## src/rtl/stream_parser.sv

```systemverilog
// stream_parser: splits a 32-bit word stream into packets (length/stream
// header, sequence word, payload), tracks the last sequence number seen per
// stream to flag gaps, and hands complete packets out through a small queue.
// Optional feature: define STREAM_PARSER_GAP_COUNT_EN to add the lostCount
// output, which reports how many sequence numbers were skipped.
module stream_parser #(
  parameter int NUM_STREAMS = 32,
  parameter int MAX_BYTES   = 37,
  parameter int QDEPTH      = 2
) (
  input  logic                   clk,
  input  logic                   reset,
  input  logic [31:0]            dataIn,
  input  logic                   dataIn_val,
  output logic                   dataIn_ready,
  input  logic                   dataIN_last,
  output logic [MAX_BYTES*8-1:0] dataOut,
  output logic [8:0]             dataOut_bytes,
  output logic [15:0]            dataOut_stream,
  output logic [31:0]            dataOut_seq,
  output logic                   dataOut_val,
  input  logic                   dataOut_ready,
  output logic                   packetLost,
  output logic                   lenError
`ifdef STREAM_PARSER_GAP_COUNT_EN
  ,
  output logic [31:0]            lostCount
`endif
);

  localparam int IDX_W = (NUM_STREAMS > 1) ? $clog2(NUM_STREAMS) : 1;
  localparam int PAY_W = MAX_BYTES * 8;
`ifdef STREAM_PARSER_GAP_COUNT_EN
  localparam int GAP_W = 32;
`else
  localparam int GAP_W = 0;
`endif
  // Queue entry layout, LSB first: [gap], lost, seq, stream, bytes, payload
  localparam int LOST_LSB   = GAP_W;
  localparam int SEQ_LSB    = GAP_W + 1;
  localparam int STREAM_LSB = GAP_W + 33;
  localparam int BYTES_LSB  = GAP_W + 49;
  localparam int PAY_LSB    = GAP_W + 58;
  localparam int ENTRY_W    = PAY_LSB + PAY_W;

  typedef enum logic [2:0] {IDLE, GET_SEQ, GET_DATA, DRAIN, COMMIT} stateType;

  stateType          stateReg, stateNext;
  logic [8:0]        bytesReg, bytesLeftReg, byteOffReg;
  logic [15:0]       streamReg;
  logic [31:0]       seqReg, prevSeqReg;
  logic [PAY_W-1:0]  payloadReg, payloadNext;
  logic [31:0]       seqs [NUM_STREAMS];
  logic              lenErrorReg, lenErrorNext;
  logic [ENTRY_W-1:0] queue [QDEPTH];
  logic [ENTRY_W-1:0] newEntry, head;
  logic [2:0]        countReg;

  logic              accept, push, pop;
  logic              loadHeader, loadSeq, storeWord, advance, clearPayload;
  logic [15:0]       headerLen;
  logic              badLen, finalWord;
  logic [31:0]       expectedSeq;
  logic              lostNow;
  logic [7:0]        inLane [4];
  logic [PAY_W-1:0]  laneData, laneMask;

  assign headerLen = dataIn[31:16];
  // Payload must be 1..MAX_BYTES bytes after the 8-byte header
  assign badLen    = (headerLen < 16'd9) || ((headerLen - 16'd8) > 16'(MAX_BYTES));
  assign finalWord = (bytesLeftReg <= 9'd4);

  // Only GET_DATA can lead to a push, so only it is held off by a full queue
  assign dataIn_ready = (stateReg != COMMIT) &&
                        ((countReg < 3'(QDEPTH)) || (stateReg == IDLE) ||
                         (stateReg == GET_SEQ) || (stateReg == DRAIN));
  assign accept = dataIn_val && dataIn_ready;
  assign push   = (stateReg == COMMIT);
  assign pop    = (countReg != 3'd0) && dataOut_ready;

  // Big-endian byte lanes of the input word
  for (genvar gi = 0; gi < 4; gi++) begin : gInLane
    assign inLane[gi] = dataIn[31-8*gi -: 8];
  end

  // Per payload byte: is it covered by the current word, and with which value
  for (genvar gi = 0; gi < MAX_BYTES; gi++) begin : gByteLane
    logic [9:0] rel;
    logic       hit;
    assign rel = 10'(gi) - {1'b0, byteOffReg};
    assign hit = (rel < 10'd4);
    assign laneMask[(MAX_BYTES-1-gi)*8 +: 8] = {8{hit}};
    assign laneData[(MAX_BYTES-1-gi)*8 +: 8] =
      (hit && (rel < {1'b0, bytesLeftReg})) ? inLane[rel[1:0]] : 8'h00;
  end

  // Next-state and per-word control decisions
  always_comb begin
    stateNext    = stateReg;
    lenErrorNext = 1'b0;
    loadHeader   = 1'b0;
    loadSeq      = 1'b0;
    storeWord    = 1'b0;
    advance      = 1'b0;
    clearPayload = 1'b0;
    case (stateReg)
      IDLE: begin
        if (accept) begin
          loadHeader   = 1'b1;
          clearPayload = 1'b1;
          if (dataIN_last) begin
            // Header-only packet: already ended, nothing left to drain
            lenErrorNext = 1'b1;
          end else if (badLen) begin
            lenErrorNext = 1'b1;
            stateNext    = DRAIN;
          end else begin
            stateNext = GET_SEQ;
          end
        end
      end
      GET_SEQ: begin
        if (accept) begin
          if (dataIN_last) begin
            lenErrorNext = 1'b1;
            stateNext    = IDLE;
          end else begin
            loadSeq   = 1'b1;
            stateNext = GET_DATA;
          end
        end
      end
      GET_DATA: begin
        if (accept) begin
          if (finalWord) begin
            if (dataIN_last) begin
              storeWord = 1'b1;
              stateNext = COMMIT;
            end else begin
              lenErrorNext = 1'b1;
              clearPayload = 1'b1;
              stateNext    = DRAIN;
            end
          end else if (dataIN_last) begin
            lenErrorNext = 1'b1;
            clearPayload = 1'b1;
            stateNext    = IDLE;
          end else begin
            storeWord = 1'b1;
            advance   = 1'b1;
          end
        end
      end
      DRAIN: begin
        if (accept && dataIN_last) stateNext = IDLE;
      end
      COMMIT: begin
        clearPayload = 1'b1;
        stateNext    = IDLE;
      end
      default: stateNext = IDLE;
    endcase
  end

  // Payload buffer merge: clear on new packet/drop/commit, else write word lanes
  always_comb begin
    payloadNext = payloadReg;
    if (clearPayload) begin
      payloadNext = '0;
    end else if (storeWord) begin
      payloadNext = (payloadReg & ~laneMask) | laneData;
    end
  end

  // Parser state, header fields and payload registers
  always_ff @(posedge clk) begin
    if (reset) begin
      stateReg     <= IDLE;
      lenErrorReg  <= 1'b0;
      payloadReg   <= '0;
      bytesReg     <= '0;
      bytesLeftReg <= '0;
      byteOffReg   <= '0;
      streamReg    <= '0;
      seqReg       <= '0;
      prevSeqReg   <= '0;
    end else begin
      stateReg    <= stateNext;
      lenErrorReg <= lenErrorNext;
      payloadReg  <= payloadNext;
      if (loadHeader) begin
        bytesReg     <= 9'(headerLen - 16'd8);
        bytesLeftReg <= 9'(headerLen - 16'd8);
        byteOffReg   <= '0;
        streamReg    <= dataIn[15:0];
        // Safe to sample early: seqs only changes in COMMIT, when no header is taken
        prevSeqReg   <= seqs[dataIn[IDX_W-1:0]];
      end
      if (loadSeq) seqReg <= dataIn;
      if (advance) begin
        bytesLeftReg <= bytesLeftReg - 9'd4;
        byteOffReg   <= byteOffReg + 9'd4;
      end
    end
  end

  // Last committed sequence number per stream; dropped packets never touch it
  always_ff @(posedge clk) begin
    if (reset) begin
      for (int i = 0; i < NUM_STREAMS; i++) seqs[i] <= '0;
    end else if (push) begin
      seqs[streamReg[IDX_W-1:0]] <= seqReg;
    end
  end

  assign expectedSeq = prevSeqReg + 32'd1;
  assign lostNow     = (seqReg != expectedSeq);

`ifdef STREAM_PARSER_GAP_COUNT_EN
  assign newEntry = {payloadReg, bytesReg, streamReg, seqReg, lostNow,
                     (lostNow ? (seqReg - expectedSeq) : 32'd0)};
`else
  assign newEntry = {payloadReg, bytesReg, streamReg, seqReg, lostNow};
`endif

  // Shift queue: entry 0 is the head; a pop shifts down, a push fills the tail
  always_ff @(posedge clk) begin
    if (reset) begin
      countReg <= '0;
      for (int i = 0; i < QDEPTH; i++) queue[i] <= '0;
    end else begin
      for (int i = 0; i < QDEPTH; i++) begin
        if (pop) begin
          if (push && (i == int'(countReg) - 1)) queue[i] <= newEntry;
          else queue[i] <= queue[(i < QDEPTH-1) ? i+1 : i];
        end else if (push && (i == int'(countReg))) begin
          queue[i] <= newEntry;
        end
      end
      if (push && !pop) countReg <= countReg + 3'd1;
      else if (pop && !push) countReg <= countReg - 3'd1;
    end
  end

  assign head           = queue[0];
  assign dataOut_val    = (countReg != 3'd0);
  assign dataOut        = dataOut_val ? head[PAY_LSB +: PAY_W] : '0;
  assign dataOut_bytes  = dataOut_val ? head[BYTES_LSB +: 9] : '0;
  assign dataOut_stream = dataOut_val ? head[STREAM_LSB +: 16] : '0;
  assign dataOut_seq    = dataOut_val ? head[SEQ_LSB +: 32] : '0;
  assign packetLost     = dataOut_val && head[LOST_LSB];
  assign lenError       = lenErrorReg;
`ifdef STREAM_PARSER_GAP_COUNT_EN
  assign lostCount      = dataOut_val ? head[31:0] : '0;
`endif

endmodule

```

## config.mk

```make
export PLATFORM = sky130hd
export DESIGN_NAME = stream_parser
export DESIGN_NICKNAME = d
export VERILOG_FILES = /design/src/rtl/stream_parser.sv
export SDC_FILE = /design/constraint.sdc
export NUM_CORES = 2
export LEC_CHECK = 0
export CAP_MARGIN = 5
export CORE_MARGIN = 2
export CORE_UTILIZATION = 57
export DETAILED_ROUTE_END_ITERATION = 16
export DONT_BUFFER_PORTS = 1
export PLACE_DENSITY = 0.77
export SYNTH_ARGS = -nofsm -noshare
export SYNTH_HDL_FRONTEND = slang
export SYNTH_SLANG_ARGS = --single-unit
```

## constraint.sdc

```tcl
create_clock -name clk -period 34.5 [get_ports clk]
set_input_delay 5.175 -clock clk [delete_from_list [all_inputs] [get_ports clk]]
set_output_delay 5.175 -clock clk [all_outputs]
set_load 0.005 [all_outputs]
```

# Yosys cells after proc, flatten, opt, wreduce, memory -nomap -nowiden

Memories as Yosys holds them, arrays and structs flattened. A register that Yosys moved wholly into a read port is not among the register bits.
Index checks and enable logic that the tools add are counted.

Register bits after elaboration: 378
Latch bits: 0
Memory bits (writable): 1,732
Memory bits (read-only): 0
Input bits: 37
Output and inout bits: 357
Word-level logic and storage cells: 520
Memories: 2

$add $sub $neg: 44
Multipliers: 0
Div/mod/pow operators: 0
Order comparisons: 115
Equality and inequality tests: 14
Shift operators: 0
Mux-type cells: 227
Bitwise gates (word level): 46
Reduce and logical (&&, ||, !) cells: 63

Memory list:

| name  | words | width | read ports | clocked after Yosys merged registers in | write ports | RTL line | text |
|---|---|---|---|---|---|---|---|
| seqs  | 32    | 32    | 1          | 1                                       | 32          | 53       | `logic [31:0] seqs [NUM_STREAMS];` |
| queue | 2     | 354   | 2          | 0                                       | 2           | 55       | `logic [ENTRY_W-1:0] queue [QDEPTH];` |

Operators with widths:

| operator              | number |
|---|---|
| $mux 354              | 6 |
| $mux 8                | 111 |
| $bmux 8 s2            | 37 |
| $lt 10x3->1 const B   | 37 |
| $lt 10x9->1           | 37 |
| $and 296x296->296     | 1 |
| $mux 296              | 1 |
| $not 296->296         | 1 |
| $or 296x296->296      | 1 |
| $sub 5x9->10 const A  | 16 |
| $ge 3x3->1 const B    | 37 |
| $not 2->3             | 37 |
| $sub 4x9->10 const A  | 8 |
| $mux 32               | 2 |
| $sub 6x9->10 const A  | 5 |
| $logic_and 1x1->1     | 48 |
| $mux 1                | 48 |
| $mux 9                | 5 |
| $sub 3x9->10 const A  | 4 |
| $add 32x1->32 const B | 1 |
| $logic_not 32->1      | 1 |
| $ne 32x32->1          | 1 |
| $reduce_or 32->1      | 1 |
| $mux 3                | 10 |
| other kinds (33)      | 53 |

# Longest topological paths before layout

Word-level depth: 10
Depth in mapped cells: 17

# Worst setup path before layout

OpenSTA, ideal clock, no wires.

Kind: in2reg
Start: input dataOut_ready
End: memory queue[1][0] (netlist bit) (enable)
Arrival time: 31.061 ns
Required time: 32.913 ns
Path slack: 1.852 ns
Stages on the path: 3
Buffers on the path: 0
Cell sequence: nor3b_1 -> a21oi_1 -> o31ai_1

RTL lines:

| element            | RTL line | text |
|---|---|---|
| start: declaration | 22       | `input logic dataOut_ready,` |
| end: declaration   | 55       |  |

==> metrics <==
row count=151; H-tree Lvls=4; Routed WL per cell=28.4 um; relative slew slack=17.3%; Clk pwr share=37.2%; Max Root-Sink Buffers=3; number of synthesized register bits=2140; type of the worst min-delay path=reg -> reg; Pins Over Slew Limit=0; P&R area growth vs syn=8.77%; Synth cell types=89; vias in the first global route=58318; Root Buffer=clkbuf_16; CTS tree=built; DR DRC count=0; Max Cap Viol=0; worst-path maximum fanout=69; WL met2=126000 um; ANT nets after route=0; die area=173000 sq um; Global Route Usage Sum=30.3%; initial antenna violation count=15; Hold Buf Count CTS=0; dpl cells=8959; Final Hold Fails=0; Synth area leaders=edfxtp_1 54%, and2_1 11%, dfxtp_1 8.4%; Finish-stage setup viols=0; min-delay src=streamReg[8]$_SDFFE_PP0P_; Worst Setup Start Kind=input pin; Ys Warns=0; cts bufs inserted=203; area leader, netlist=edfxtp_1; Worst setup EP type=register; critical path class=in -> reg; PD cells=56.9 nW/um^2; Util after Layout=62.3%; Remaining Overflow, GRT=0; Int Pwr=4.42 mW; Comb power frac=12.5%; Fillers=12300; DP HPWL=157000 um; clk sinks=2140; I/O Pins=394; DRT met1 WL=96600 um; starting density of the core=57.2%; Seq/Total Area, Yosys=62.2%; Async S/R FF share, synth=0%; register area=60200 sq um; DR pass1 iterations=5; Die X=416 um; LEAKAGE=38.3 nW; EDFF count, synth=1732; Final Skew=38.3 ps; PostCTS Resize Cnt=0; FF-to-FF setup slack=28400 ps; unrepaired setup endpoints after global routing=false; most frequent cells after synthesis=1732 x edfxtp_1, 1717 x and2_1, 579 x clkbuf_1, 408 x dfxtp_1, 385 x a22o_1; met3 wire len=27400 um; VDD IR max=0.0000537 V; Hold Path End=streamReg[8]$_SDFFE_PP0P_; Worst EP required=34920 ps; Cell Count, Final, Fillers Out=9348; post-CTS setup buffers=0; top_reg_cell synth=edfxtp_1; clock latency on the worst-skew pair=830 ps; worst-margin pin slew=1240 ps; drt initial violations=7566; Reg clk slew, reported paths=60 ps; Routed WL=266000 um; IO buf count=0; CP arrival=9900 ps; min Tclk post-route=9480 ps; via density per instance=6.40; sequential power share=50.3%; vias=59782; worst reg2reg endpoint=queue[0][258]$_SDFFCE_PP0P_; GPL Wtd Cong=0.933; multi-input logic area=34100 sq um; global-route wire length before repair=387000 um; highest metal used=met5; switching share of total power=26.1%; Net count, final=7141; Hold WS=467 ps; core area=169000 sq um; Synthesized Nets=7433; largest net degree at the start of global routing=268; syn avg cell area=13.4 sq um; status=finished clean; post-synth top area share=53.8%; FF-to-FF Start=stateReg[2]$_SDFFE_PP0P_; Setup TNS=0 ps; Syn Std Cell Area=96700 sq um; Die H=416 um; share of cells above drive strength 1=11.7%; count leader, synth=edfxtp_1; Syn Inst Count=7240; switching power=1.56 mW; Max Fclk=105 MHz; depth of the worst hold-timing path=2; total power=5.98 mW; period utilization=27.5%; r2r worst-path depth=8
[power groups by stage]
stage	Clock [mW]	Sequential, mW	Combinational [mW]
floorplan	0	3.06	0.569
global placement	0	3.06	0.723
detailed placement	0	3.06	0.742
CTS	2.24	3.01	0.746
global route	2.34	3.02	0.809
finish	2.23	3.01	0.750
[sequential cells by signal, indices dropped and copies added, names as in the netlist]
register and flops:
countReg 3, lenError 1, streamReg 16, seqs 1024
bytesLeftReg 9, stateReg 3, seqReg 32, prevSeqReg 32
byteOffReg 7, payloadReg 296, queue 708, bytesReg 9
[metal layers]
layer  up-vias  track usage [%]
li1      25834                -
met1     29918             38.9
met2      3347             48.8
met3       675             6.61
met4         8             15.7
met5         -                0
[worst max path at each step]
stage                             endpoint  slack (ps)  depth (start not counted)           from
3_3_place_gp   queue[0][258]$_SDFFCE_PP0P_       24390                          8  dataOut_ready
5_1_grt        queue[0][258]$_SDFFCE_PP0P_       24800                          8  dataOut_ready
3_5_place_dp   queue[0][258]$_SDFFCE_PP0P_       24290                          8  dataOut_ready
4_1_cts        queue[0][258]$_SDFFCE_PP0P_       25140                          8  dataOut_ready
6_report       queue[0][258]$_SDFFCE_PP0P_       25020                          8  dataOut_ready
2_1_floorplan        queue[1][0]$_DFFE_PP_        1850                          3  dataOut_ready
[layout by cell type, fill, tap and decap left out, types with 99 or more instances in the layout]
master / count
and2_1: 1717
nor2_1: 316
buf_4: 153
clkbuf_16: 206
a32oi_1: 99
edfxtp_1: 1732
dfxtp_1: 407
a21oi_1: 183
mux2i_1: 129
ha_1: 155
a22o_1: 385
nand2_1: 313
mux4_2: 288
[final cells by class]
class	count	area share, %
Multi-Input combinational cell	4382	32.4
Clock inverter	94	0.971
Sequential cell	2140	57.2
Timing Repair Buffer	156	1.13
Tap cell	2218	2.64
Antenna cell	6	0.0143
Inverter	65	0.234
Clock buffer	287	5.36
[worst max-delay path, stage by stage]
cell,delay [ps]
nand2_1,100
o21ai_0,160
nand2_2,500
nand2_4,440
buf_4,750
buf_4,810
buf_4,760
buf_4,870
[through the flow]
stage | worst slack (ps) | area (sq um)
2_1_floorplan | 1850 | 96700
3_3_place_gp | 24390 | 98500
3_5_place_dp | 24290 | 98500
4_1_cts | 25140 | 105000
5_1_grt | 24800 | 105000
6_report | 25020 | 105000
[cells by family after synthesis]
logic type | synth area share (%)
AND/OR/NAND/NOR | 15.5
flip-flops | 62.2
AO/OA/AOI/OAI | 8.23
buffers and inverters | 2.87
multiplexers | 8.04
adder cells (fa/ha/maj) | 2.03
XOR/XNOR | 1.13
Note: power is estimated with default switching activity, not from simulation.
